## src/rtl/count_sched_pkg.sv

```systemverilog
// Shared types and defaults for the counter-increment scheduler.
package count_sched_pkg;

    typedef enum logic [1:0] {
        IDLE  = 2'd0,
        GRANT = 2'd1,
        GAP   = 2'd2
    } state_t;

    localparam int NUM_REQ_DEF = 4;
    localparam int MIN_GAP_DEF = 3;
    localparam int CNT_W_DEF   = 2;
    localparam int GAP_W       = 4;

endpackage

```

## src/rtl/rr_pick.sv

```systemverilog
// Round-robin search: first asserted req at or above ptr, wrapping.
module rr_pick #(
    parameter int NUM_REQ = 4,
    parameter int IDX_W   = $clog2(NUM_REQ)
) (
    input  logic [NUM_REQ-1:0] req,
    input  logic [IDX_W-1:0]   ptr,
    output logic               vld,
    output logic [IDX_W-1:0]   idx
);

    int j;

    // Scan offsets high to low so the nearest hit overwrites the rest.
    always_comb begin
        vld = 1'b0;
        idx = '0;
        j   = 0;
        for (int i = NUM_REQ - 1; i >= 0; i--) begin
            j = int'(ptr) + i;
            if (j >= NUM_REQ) j = j - NUM_REQ;
            if (req[j]) begin
                vld = 1'b1;
                idx = IDX_W'(j);
            end
        end
    end

endmodule

```

## src/rtl/count_en_sched.sv

```systemverilog
// Round-robin scheduler for counter increments with an enforced idle gap.
module count_en_sched
    import count_sched_pkg::*;
#(
    parameter int NUM_REQ = NUM_REQ_DEF,
    parameter int MIN_GAP = MIN_GAP_DEF,
    parameter int CNT_W   = CNT_W_DEF,
    parameter int IDX_W   = $clog2(NUM_REQ)
) (
    input  logic               clk_ref,
    input  logic               rst,
    input  logic               sched_en,
    input  logic [NUM_REQ-1:0] req,
    output logic [NUM_REQ-1:0] gnt,
    output logic [IDX_W-1:0]   gnt_id,
    output logic               en_o,
    output logic [CNT_W-1:0]   cnt_o,
    output logic               wrap_o,
    output logic               busy
);

    state_t             state_q, state_d;
    logic [GAP_W-1:0]   gap_q, gap_d;
    logic [IDX_W-1:0]   ptr_q, ptr_d;
    logic [NUM_REQ-1:0] gnt_d;
    logic [IDX_W-1:0]   gnt_id_d;
    logic [CNT_W-1:0]   cnt_d;
    logic               en_d, wrap_d, busy_d;
    logic               arb;
    logic               pick_vld;
    logic [IDX_W-1:0]   pick_idx;

    rr_pick #(
        .NUM_REQ (NUM_REQ),
        .IDX_W   (IDX_W)
    ) u_pick (
        .req (req),
        .ptr (ptr_q),
        .vld (pick_vld),
        .idx (pick_idx)
    );

    always_comb begin
        state_d  = state_q;
        gap_d    = gap_q;
        ptr_d    = ptr_q;
        gnt_d    = '0;
        gnt_id_d = gnt_id;
        cnt_d    = cnt_o;
        en_d     = 1'b0;
        wrap_d   = 1'b0;
        arb      = 1'b0;
        unique case (state_q)
            IDLE: arb = 1'b1;
            GRANT: begin
                state_d = GAP;
                gap_d   = GAP_W'(MIN_GAP);
            end
            GAP: begin
                gap_d = gap_q - 1'b1;
                if (gap_q == GAP_W'(1)) arb = 1'b1;
            end
            default: state_d = IDLE;
        endcase
        // Grant side effects are computed here so every output is a flop.
        if (arb) begin
            if (sched_en && pick_vld) begin
                state_d  = GRANT;
                gnt_d    = NUM_REQ'(1) << pick_idx;
                gnt_id_d = pick_idx;
                en_d     = 1'b1;
                cnt_d    = cnt_o + 1'b1;
                wrap_d   = &cnt_o;
                ptr_d    = (pick_idx == IDX_W'(NUM_REQ - 1))
                         ? '0 : pick_idx + 1'b1;
            end else begin
                state_d = IDLE;
            end
        end
        busy_d = (state_d != IDLE);
    end

    always_ff @(posedge clk_ref or negedge rst) begin
        if (!rst) begin
            state_q <= IDLE;
            gap_q   <= '0;
            ptr_q   <= '0;
            gnt     <= '0;
            gnt_id  <= '0;
            en_o    <= 1'b0;
            cnt_o   <= '0;
            wrap_o  <= 1'b0;
            busy    <= 1'b0;
        end else begin
            state_q <= state_d;
            gap_q   <= gap_d;
            ptr_q   <= ptr_d;
            gnt     <= gnt_d;
            gnt_id  <= gnt_id_d;
            en_o    <= en_d;
            cnt_o   <= cnt_d;
            wrap_o  <= wrap_d;
            busy    <= busy_d;
        end
    end

endmodule

```

## config.mk

```make
export PLATFORM = sky130hd
export DESIGN_NAME = count_en_sched
export DESIGN_NICKNAME = d
export VERILOG_FILES = /design/src/rtl/count_sched_pkg.sv /design/src/rtl/rr_pick.sv /design/src/rtl/count_en_sched.sv
export SDC_FILE = /design/constraint.sdc
export NUM_CORES = 1
export LEC_CHECK = 0
export CAP_MARGIN = 20
export CORE_UTILIZATION = 45
export CTS_CLUSTER_SIZE = 8
export DETAILED_ROUTE_END_ITERATION = 7
export PLACE_DENSITY = 0.74
export REMOVE_ABC_BUFFERS = 1
export SLEW_MARGIN = 20
export SYNTH_ARGS = -nofsm -noshare
export SYNTH_HDL_FRONTEND = slang
export SYNTH_HIERARCHICAL = 1
export SYNTH_SLANG_ARGS = --single-unit
```

## constraint.sdc

```tcl
create_clock -name clk_ref -period 1.6 [get_ports clk_ref]
set_input_delay 0.16 -clock clk_ref [delete_from_list [all_inputs] [get_ports clk_ref]]
set_output_delay 0.16 -clock clk_ref [all_outputs]
set_load 0.03 [all_outputs]
```

# Word level (Yosys, flattened, before mapping)

Cells that the tools add are included.

Bits in registers: 19
Bits of input ports: 7
Output and inout bits: 11
Logic and storage cells: 76

Add/sub/neg operators: 10
Magnitude comparators: 8
Eq/ne operators: 4
Shift operators: 1
Mux-type cells: 37
Reduce and logical (&&, ||, !) cells: 7

Operators with widths:

| operator                                                           | count |
|---|---|
| < comparator 32 x 4 -> 1 bit, second input constant                | 4 |
| two-way mux 32 bit                                                 | 4 |
| greater-or-equal comparator 32 x 4 -> 1 bit, second input constant | 3 |
| subtractor 32 x 4 -> 32 bit, second input constant                 | 3 |
| two-way mux 1 bit                                                  | 18 |
| two-way mux 2 bit                                                  | 6 |
| binary-select mux 1 bit (select 2 bit)                             | 4 |
| two-way mux 4 bit                                                  | 2 |
| case mux 4 bit (2 select lines)                                    | 1 |
| adder 2 x 2 -> 3 bit, second input constant                        | 2 |
| adder 2 x 1 -> 2 bit, second input constant                        | 2 |
| == test 2 bit, second input constant                               | 2 |
| == test 4 x 1 -> 1 bit, second input constant                      | 1 |
| case mux 2 bit (2 select lines)                                    | 1 |
| AND reduction 2 bit                                                | 2 |
| nonzero test 2 bit                                                 | 2 |
| << shifter 1 x 2 -> 4 bit, first input constant                    | 1 |
| subtractor 2 x 3 -> 4 bit, second input constant                   | 1 |
| subtractor 4 x 1 -> 4 bit, second input constant                   | 1 |
| adder 2 x 1 -> 3 bit, second input constant                        | 1 |
| greater-or-equal comparator 2 x 3 -> 1 bit, second input constant  | 1 |
| == test 2 x 1 -> 1 bit, second input constant                      | 1 |
| logical NOT 2 bit                                                  | 1 |
| case mux 1 bit (2 select lines)                                    | 1 |
| other kinds (2)                                                    | 2 |

# Longest topological paths before layout

Gate-level depths: netlist (run 1).

Word-level depth: 14
Depth in mapped cells: 7
Gate-level depth less buffers: 7

# Cells and area by module

The synthesis (run 1) kept the hierarchy.

Modules (own cells, without submodules):

| module         | instances | cells an instance | area each (um2) | seq. area each (um2) |
|---|---|---|---|---|
| count_en_sched | 1         | 76                | 882.1           | 475.5 |
| rr_pick        | 1         | 13                | 77.6            | 0.0 |

# Worst setup path after synthesis (run 1)

OpenSTA, ideal clock, no wires.

Kind: register -> register
From: register state_q[0]
To: register gnt_id[0]
Library setup time: 125 ps
Data arrival time: 1582 ps
Data required time: 1475 ps
Path slack: -107 ps
Cell stages (with the launch flop): 7
Buffers on the path: 1
Period minus slack after synthesis: 1707 ps
Path through: dfrtp_1 > inv_1 > ha_1 > and4bb_2 > o211ai_4 > buf_6 > mux2_4

Word-level cells in the longest chain between the ends: 3
Elaborated cells on any way between the ends: 4
Those cells by class: eq/ne (1); mux (1); reduce/logical (2)

RTL lines:

| what                                                      | RTL line             | text |
|---|---|---|
| from (decl)                                               | count_en_sched.sv:22 | `state_t state_q, state_d;` |
| from (signal assigned)                                    | count_en_sched.sv:95 | `state_q <= state_d;` |
| == test 2 bit / logical NOT 2 bit (equally long branches) | count_en_sched.sv:53 | `unique case (state_q)` |
| case mux 1 bit (2 select lines) (*)                       | count_en_sched.sv:53 |  |
| AND reduction 2 bit (no line) (*)                         | --                   |  |
| to (signal assigned)                                      | count_en_sched.sv:99 | `gnt_id <= gnt_id_d;` |
| to (decl)                                                 | count_en_sched.sv:15 | `output logic [IDX_W-1:0] gnt_id,` |

Mark *: on every way between the ends. The rest lies on a longest branch, timed or not.
A chain may end at the register's enable or synchronous reset.

# Final worst setup path (run 1)

From: register ptr_q[1]
To: register ptr_q[0]

Word-level cells in the longest chain between the ends: 12
Elaborated cells on any way between the ends: 40
Those cells by class: add/sub (8); order compare (4); eq/ne (1); mux (25); reduce/logical (2)

RTL lines:

| what                                                                                              | RTL line                                   | text |
|---|---|---|
| from (decl)                                                                                       | count_en_sched.sv:24                       | `logic [IDX_W-1:0] ptr_q, ptr_d;` |
| from (signal assigned)                                                                            | count_en_sched.sv:97                       | `ptr_q <= ptr_d;` |
| adder 2 x 2 -> 3 bit                                                                              | rr_pick.sv:20                              | `j = int'(ptr) + i;` |
| subtractor 32 x 4 -> 32 bit / greater-or-equal comparator 32 x 4 -> 1 bit (equally long branches) | rr_pick.sv:21                              | `if (j >= NUM_REQ) j = j - NUM_REQ;` |
| two-way mux 32 bit                                                                                | rr_pick.sv:21                              |  |
| binary-select mux 1 bit (select 2 bit)                                                            | rr_pick.sv:22                              | `if (req[j]) begin` |
| two-way mux 1 bit (implied by the code) (2 in series)                                             | rr_pick.sv:22                              |  |
| two-way mux 2 bit (3 in series)                                                                   | rr_pick.sv:22                              |  |
| two-way mux 2 bit (*)                                                                             | rr_pick.sv:22                              |  |
| via pick_idx[0]                                                                                   | count_en_sched.sv:31                       | `logic [IDX_W-1:0] pick_idx;` |
| adder 2 x 1 -> 2 bit / == test 2 bit (equally long branches)                                      | count_en_sched.sv:75, count_en_sched.sv:74 |  |
| two-way mux 2 bit (*)                                                                             | count_en_sched.sv:75                       | `? '0 : pick_idx + 1'b1;` |

Mark *: on every way through the listed nets, which the timed path passes. The rest lies on a longest branch. The select of a mux whose other input is x is not followed.

==> flow_summary.json, run 1 <==
{
  "fillers": 122,
  "clk_latency_ps": 290,
  "grt_first_pass_wirelength_um": 3042,
  "path_cells": "mux2i_2 > a211oi_2 > buf_4 > ha_4 > nor2_2 > mux2_4",
  "ys_seq_area_share_pct": 49.54,
  "maxCapViolations": 0,
  "port_buffers": 17,
  "htreeDepth": 1,
  "power.leakage_nw": 0.6972,
  "power.density_nw_per_um2": 1671,
  "firstDrtPassIters": 4,
  "finalHoldViolCount": 0,
  "avgSynthCellArea_um2": 10.78,
  "critical_path_required_ps": 1790,
  "die-area_um2": 2321,
  "grt_pass1_vias": 731,
  "cp.arrival_ps": 1820,
  "finish.utilization_pct": 73.48,
  "final-max-slew-violation-count": 0,
  "hold_path.class": "input port to asynchronous set/reset pin",
  "slowest_delay_ps": 460,
  "cp_max_fo": 5,
  "cp_top_family": "flip-flops",
  "grt_start_max_net_pins": 20,
  "cts_tree": "done",
  "ant_nets": 0,
  "whs_ps": 198.4,
  "vias": 776,
  "nets": 150,
  "drive_gt1_share_pct": 38.35,
  "crit_type": "flip-flop to flip-flop",
  "rsz0062_at_grt": "true",
  "synth_seq_cells": 19,
  "dp_hpwl_um": 1341,
  "wl_per_cell_um": 12.28,
  "finalSetupViolations": 2,
  "root_buffer": "clkbuf_4",
  "fin_cells": 160,
  "cts.clk_slew.worst_paths_ps": 110,
  "yosysWarnings": 6,
  "placed_cells": 147,
  "violations": "negative setup slack",
  "cpMaxStageDelayCell": "dfrtp_2",
  "antenna_found_initial": 0,
  "synth_cells": 89,
  "path_buf_inv": 1,
  "pre_cts_ws_ps": -248.5,
  "io_pins": 18,
  "core-area_um2": 1982,
  "layout_commonest_cell": "buf_4",
  "cp-end-kind": "flip-flop",
  "status": "complete, but fails checks",
  "tightest_slew_ps": 311.6,
  "start_kind": "flip-flop",
  "rows": 16,
  "grt.total_usage_pct": 19.57,
  "layout_common_cells": "buf_4 (24), dfrtp_1 (18), clkdlybuf4s50_1 (16)",
  "fin_crit_ps": 1633,
  "relSlewSlack_pct": 79.19,
  "yosysUniqueCellTypes": 27,
  "area_delta_synth_final_pct": 51.76,
  "clock_sinks": 19,
  "initial_utilization_pct": 48.42,
  "max_freq_mhz": 612.5,
  "wirelength_um": 1964,
  "viasPerCell": 4.850,
  "syn_area_um2": 959.7,
  "grt_remaining_overflow": 0,
  "drt_iter0_drc": 13,
  "fin_crit_sh_pct": 102.0,
  "drcViolationCount": 0,
  "routabilityCongestion": 0.8211,
  "fin_ws_ps": -32.63,
  "clockBufferDepth": 2,
  "diodes": 0,
  "max-vdd-ir-drop_mv": 1.153,
  "numCtsBuffers": 3,
  "skew_ps": 7.288,
  "hold_buffers": 0,
  "fp.dieW_um": 48.18,
  "die_h_um": 48.18
}
-- logic make-up (layout without fill, tap and decap cells) --
kind of cell             after synthesis  count (layout)  share of synthesized area, %
buffers and inverters                 17              61                         7.431
flip-flops                            19              19                         49.54
AND/OR/NAND/NOR                       25              25                         13.17
multiplexers                           6               6                         7.300
adder cells (fa/ha/maj)                9               9                         11.73
AO/OA/AOI/OAI                         12              12                         9.909
XOR/XNOR                               1               1                        0.9128
-- Yosys cell counts --
library cell | number | area (um^2)
dfrtp_1 | 19 | 475.5
inv_1 | 15 | 56.30
a31oi_1 | 1 | 6.260
buf_6 | 1 | 11.26
xnor2_1 | 1 | 8.760
a22o_1 | 1 | 8.760
and3_2 | 1 | 7.510
nand2_1 | 3 | 11.26
mux2i_1 | 1 | 10.01
or3_1 | 1 | 6.260
a211oi_1 | 1 | 7.510
ha_1 | 9 | 112.6
nand3b_1 | 1 | 7.510
and4bb_2 | 1 | 12.51
o21ai_0 | 3 | 15.01
or2_2 | 1 | 6.260
clkbuf_1 | 1 | 3.750
a21oi_1 | 3 | 15.01
mux2_2 | 4 | 45.04
nand2b_1 | 2 | 12.51
mux2_4 | 1 | 15.01
nor3b_1 | 1 | 7.510
a211oi_2 | 1 | 12.51
o211ai_4 | 1 | 21.27
o221ai_1 | 1 | 8.760
nor2_1 | 12 | 45.04
nand3_1 | 2 | 10.01
-- cell type report --
type	instances	area (um^2)	share of cell area, %
Multi-Input combinational cell	53	490.5	33.68
Tap cell	27	33.78	2.320
Timing Repair Buffer	42	372.9	25.60
Sequential cell	19	476.7	32.73
Clock buffer	4	26.28	1.804
Inverter	15	56.30	3.866
-- flip-flops by register name, summed over array words and instances, names as in the netlist --
name,count
gnt,4
busy,1
wrap_o,1
state_q,2
cnt_o,2
gap_q,4
en_o,1
ptr_q,2
gnt_id,2
-- repair_timing --
item / 4_1_cts / 5_1_grt
endpoints found under the setup margin: 7 / 7
pin swaps: 4 / 8
setup buffers: 4 / 5
resized for setup: 4 / 16
-- layer usage --
metal	up-vias	track usage [%]	part of all wire [%]
met4	0	4.444	0.87
met3	4	5.556	3.1
li1	379	-	-
met5	-	0	0
met1	372	21.03	41
met2	21	37.33	55
-- power by group --
part,switching (mW),internal (mW)
Sequential,0.112,0.635
Combinational,0.683,0.765
Clock,0.141,0.0970
-- worst paths after layout --
kind / startpoint / to / slack [ps] / cells after the start
worst min-delay path: rst / gap_q[1] / 200 / 2
worst min register to register: gnt_id[0] / gnt_id[0] / 520 / 1
worst max register to register: ptr_q[1] / ptr_q[0] / -30 / 6
max in group asynchronous: rst / ptr_q[1] / 1190 / 2
worst max-delay path: ptr_q[1] / ptr_q[0] / -30 / 6
min in group clk_ref: gnt_id[0] / gnt_id[0] / 520 / 1
-- stage by stage --
step,power [mW],setup TNS (ps),area (um^2)
after CTS,2.232,-64.96,1350
after global placement,1.859,-550.5,1269
after detailed placement,1.901,-987.5,1269
after global routing,2.618,-285.9,1456
final,2.433,-37.48,1456
after floorplan,1.401,-633.3,944.7
(Power assumes the default switching activity.)
==> run 2, diff against run 1 <==
CTS_BUF_LIST = sky130_fd_sc_hd__clkbuf_16   (was unset)
GPL_TIMING_DRIVEN = 0   (was unset)
==> flow_summary.json, run 2 (synthesized netlist as in run 1, its figures left out) <==
{
  "fin_cells": 154,
  "initial_utilization_pct": 48.42,
  "violations": "negative setup slack",
  "hold_buffers": 0,
  "fin_total_pwr_mw": 2.888,
  "rows": 16,
  "routabilityCongestion": 0.7512,
  "dp_hpwl_um": 1126,
  "max-vdd-ir-drop_mv": 1.225,
  "grt_remaining_overflow": 0,
  "drcViolationCount": 0,
  "cts.clk_slew.worst_paths_ps": 60,
  "wl_per_cell_um": 15.97,
  "layout_commonest_cell": "dfrtp_1",
  "power.leakage_nw": 0.7147,
  "r2r-end": "ptr_q[0]",
  "fp.dieW_um": 48.18,
  "timing.rr.start": "ptr_q[1]",
  "fin_ws_ps": -121.4,
  "cp-end-kind": "flip-flop",
  "grt_first_pass_wirelength_um": 3194,
  "power.density_nw_per_um2": 1884,
  "rsz0062_at_grt": "true",
  "finalHoldViolCount": 0,
  "final_area_um2": 1533,
  "place_area_um2": 1149,
  "start_kind": "flip-flop",
  "cp_max_fo": 6,
  "drive_gt1_share_pct": 40.16,
  "fin_setup_tns_ps": -415.7,
  "final-max-slew-violation-count": 0,
  "clock_sinks": 19,
  "nets": 144,
  "clockBufferDepth": 2,
  "tightest_slew_ps": 854.9,
  "reg2reg_depth": 7,
  "numCtsBuffers": 3,
  "r2r_setup_slack_ps": -120,
  "firstDrtPassIters": 4,
  "fin_crit_ps": 1721,
  "io_pins": 18,
  "antenna_found_initial": 0,
  "endpoint": "ptr_q[0]",
  "maxCapViolations": 0,
  "placed_cells": 131,
  "htreeDepth": 1,
  "drt_iter0_drc": 23,
  "cts_tree": "done",
  "area_delta_synth_final_pct": 59.71,
  "vias": 779,
  "fillers": 111,
  "clk_latency_ps": 260,
  "cp.arrival_ps": 1860,
  "status": "complete, but fails checks",
  "relSlewSlack_pct": 42.83,
  "finalSetupViolations": 7,
  "layout_common_cells": "dfrtp_1 (18), clkdlybuf4s50_1 (16), buf_4 (12)",
  "grt_start_max_net_pins": 20,
  "fin_crit_sh_pct": 107.6,
  "top_regs": "gap_q: 4 flops, gnt: 4 flops",
  "crit_type": "flip-flop to flip-flop",
  "hold_path.class": "input port to asynchronous set/reset pin",
  "viasPerCell": 5.058,
  "grt.total_usage_pct": 20.53,
  "skew_ps": 7.284,
  "crit_start": "ptr_q[1]",
  "wirelength_um": 2459,
  "diodes": 0,
  "pre_cts_ws_ps": -386.8,
  "max_freq_mhz": 580.9,
  "ant_nets": 0,
  "die-area_um2": 2321,
  "port_buffers": 17,
  "root_buffer": "clkbuf_16",
  "critical_path_required_ps": 1740,
  "die_h_um": 48.18,
  "grt_pass1_vias": 735,
  "core-area_um2": 1982
}
[run 2: layout make-up]
type	count	area [um^2]	area share, %
Clock inverter	1	5.005	0.3265
Clock buffer	3	75.07	4.898
Timing Repair Buffer	36	366.6	23.92
Multi-Input combinational cell	53	519.2	33.88
Tap cell	27	33.78	2.204
Inverter	15	56.30	3.673
Sequential cell	19	476.7	31.10
[run 2: layer usage]
layer | part of all wire (%) | track usage (%) | wire length, um
met4 | 2.8 | 11.11 | 70
met1 | 42 | 24.18 | 1028
met5 | 0 | 0 | 0
met2 | 51 | 33.33 | 1261
met3 | 4.0 | 6.296 | 98
[run 2: report_power, final]
group	total, mW	internal [mW]	switching (mW)
registers	0.769	0.637	0.132
clock network	0.525	0.336	0.190
logic	1.59	0.824	0.770
total	2.89	1.80	1.09
[run 2: worst min-delay path by stage]
stage,start,endpoint,slack [ps],cells past startpoint
after floorplan,rst,busy,-140,0
after global placement,cnt_o[0],cnt_o[0],490,1
after detailed placement,cnt_o[0],cnt_o[0],500,1
after CTS,rst,gnt_id[0],400,1
after global routing,rst,gnt_id[0],470,1
final,rst,gnt_id[0],390,1
[run 2: critical path, cell delays in order, from the launching register on]
cell and delay, ps:
dfrtp_2 430, nand2b_4 150, a21oi_2 50, a211oi_2 360, buf_4 210, ha_4 130, nor2_2 30, mux2_4 250
[run 2: repair_timing]
| item | CTS | global route |
|---|---|---|
| resized for setup | 10 | 25 |
| gates cloned | 1 | 0 |
| setup endpoints to repair | 14 | 13 |
| setup buffers | 14 | 5 |
| pin swaps | 6 | 7 |
[run 2: per-stage QoR]
stage | hold slack (ps) | utilization (%)
after floorplan | -135.6 | -
after global placement | 489.7 | 57.95
after detailed placement | 496.3 | 57.95
after CTS | 402.6 | 71.40
after global routing | 471.2 | 77.34
final | 389.8 | 77.34
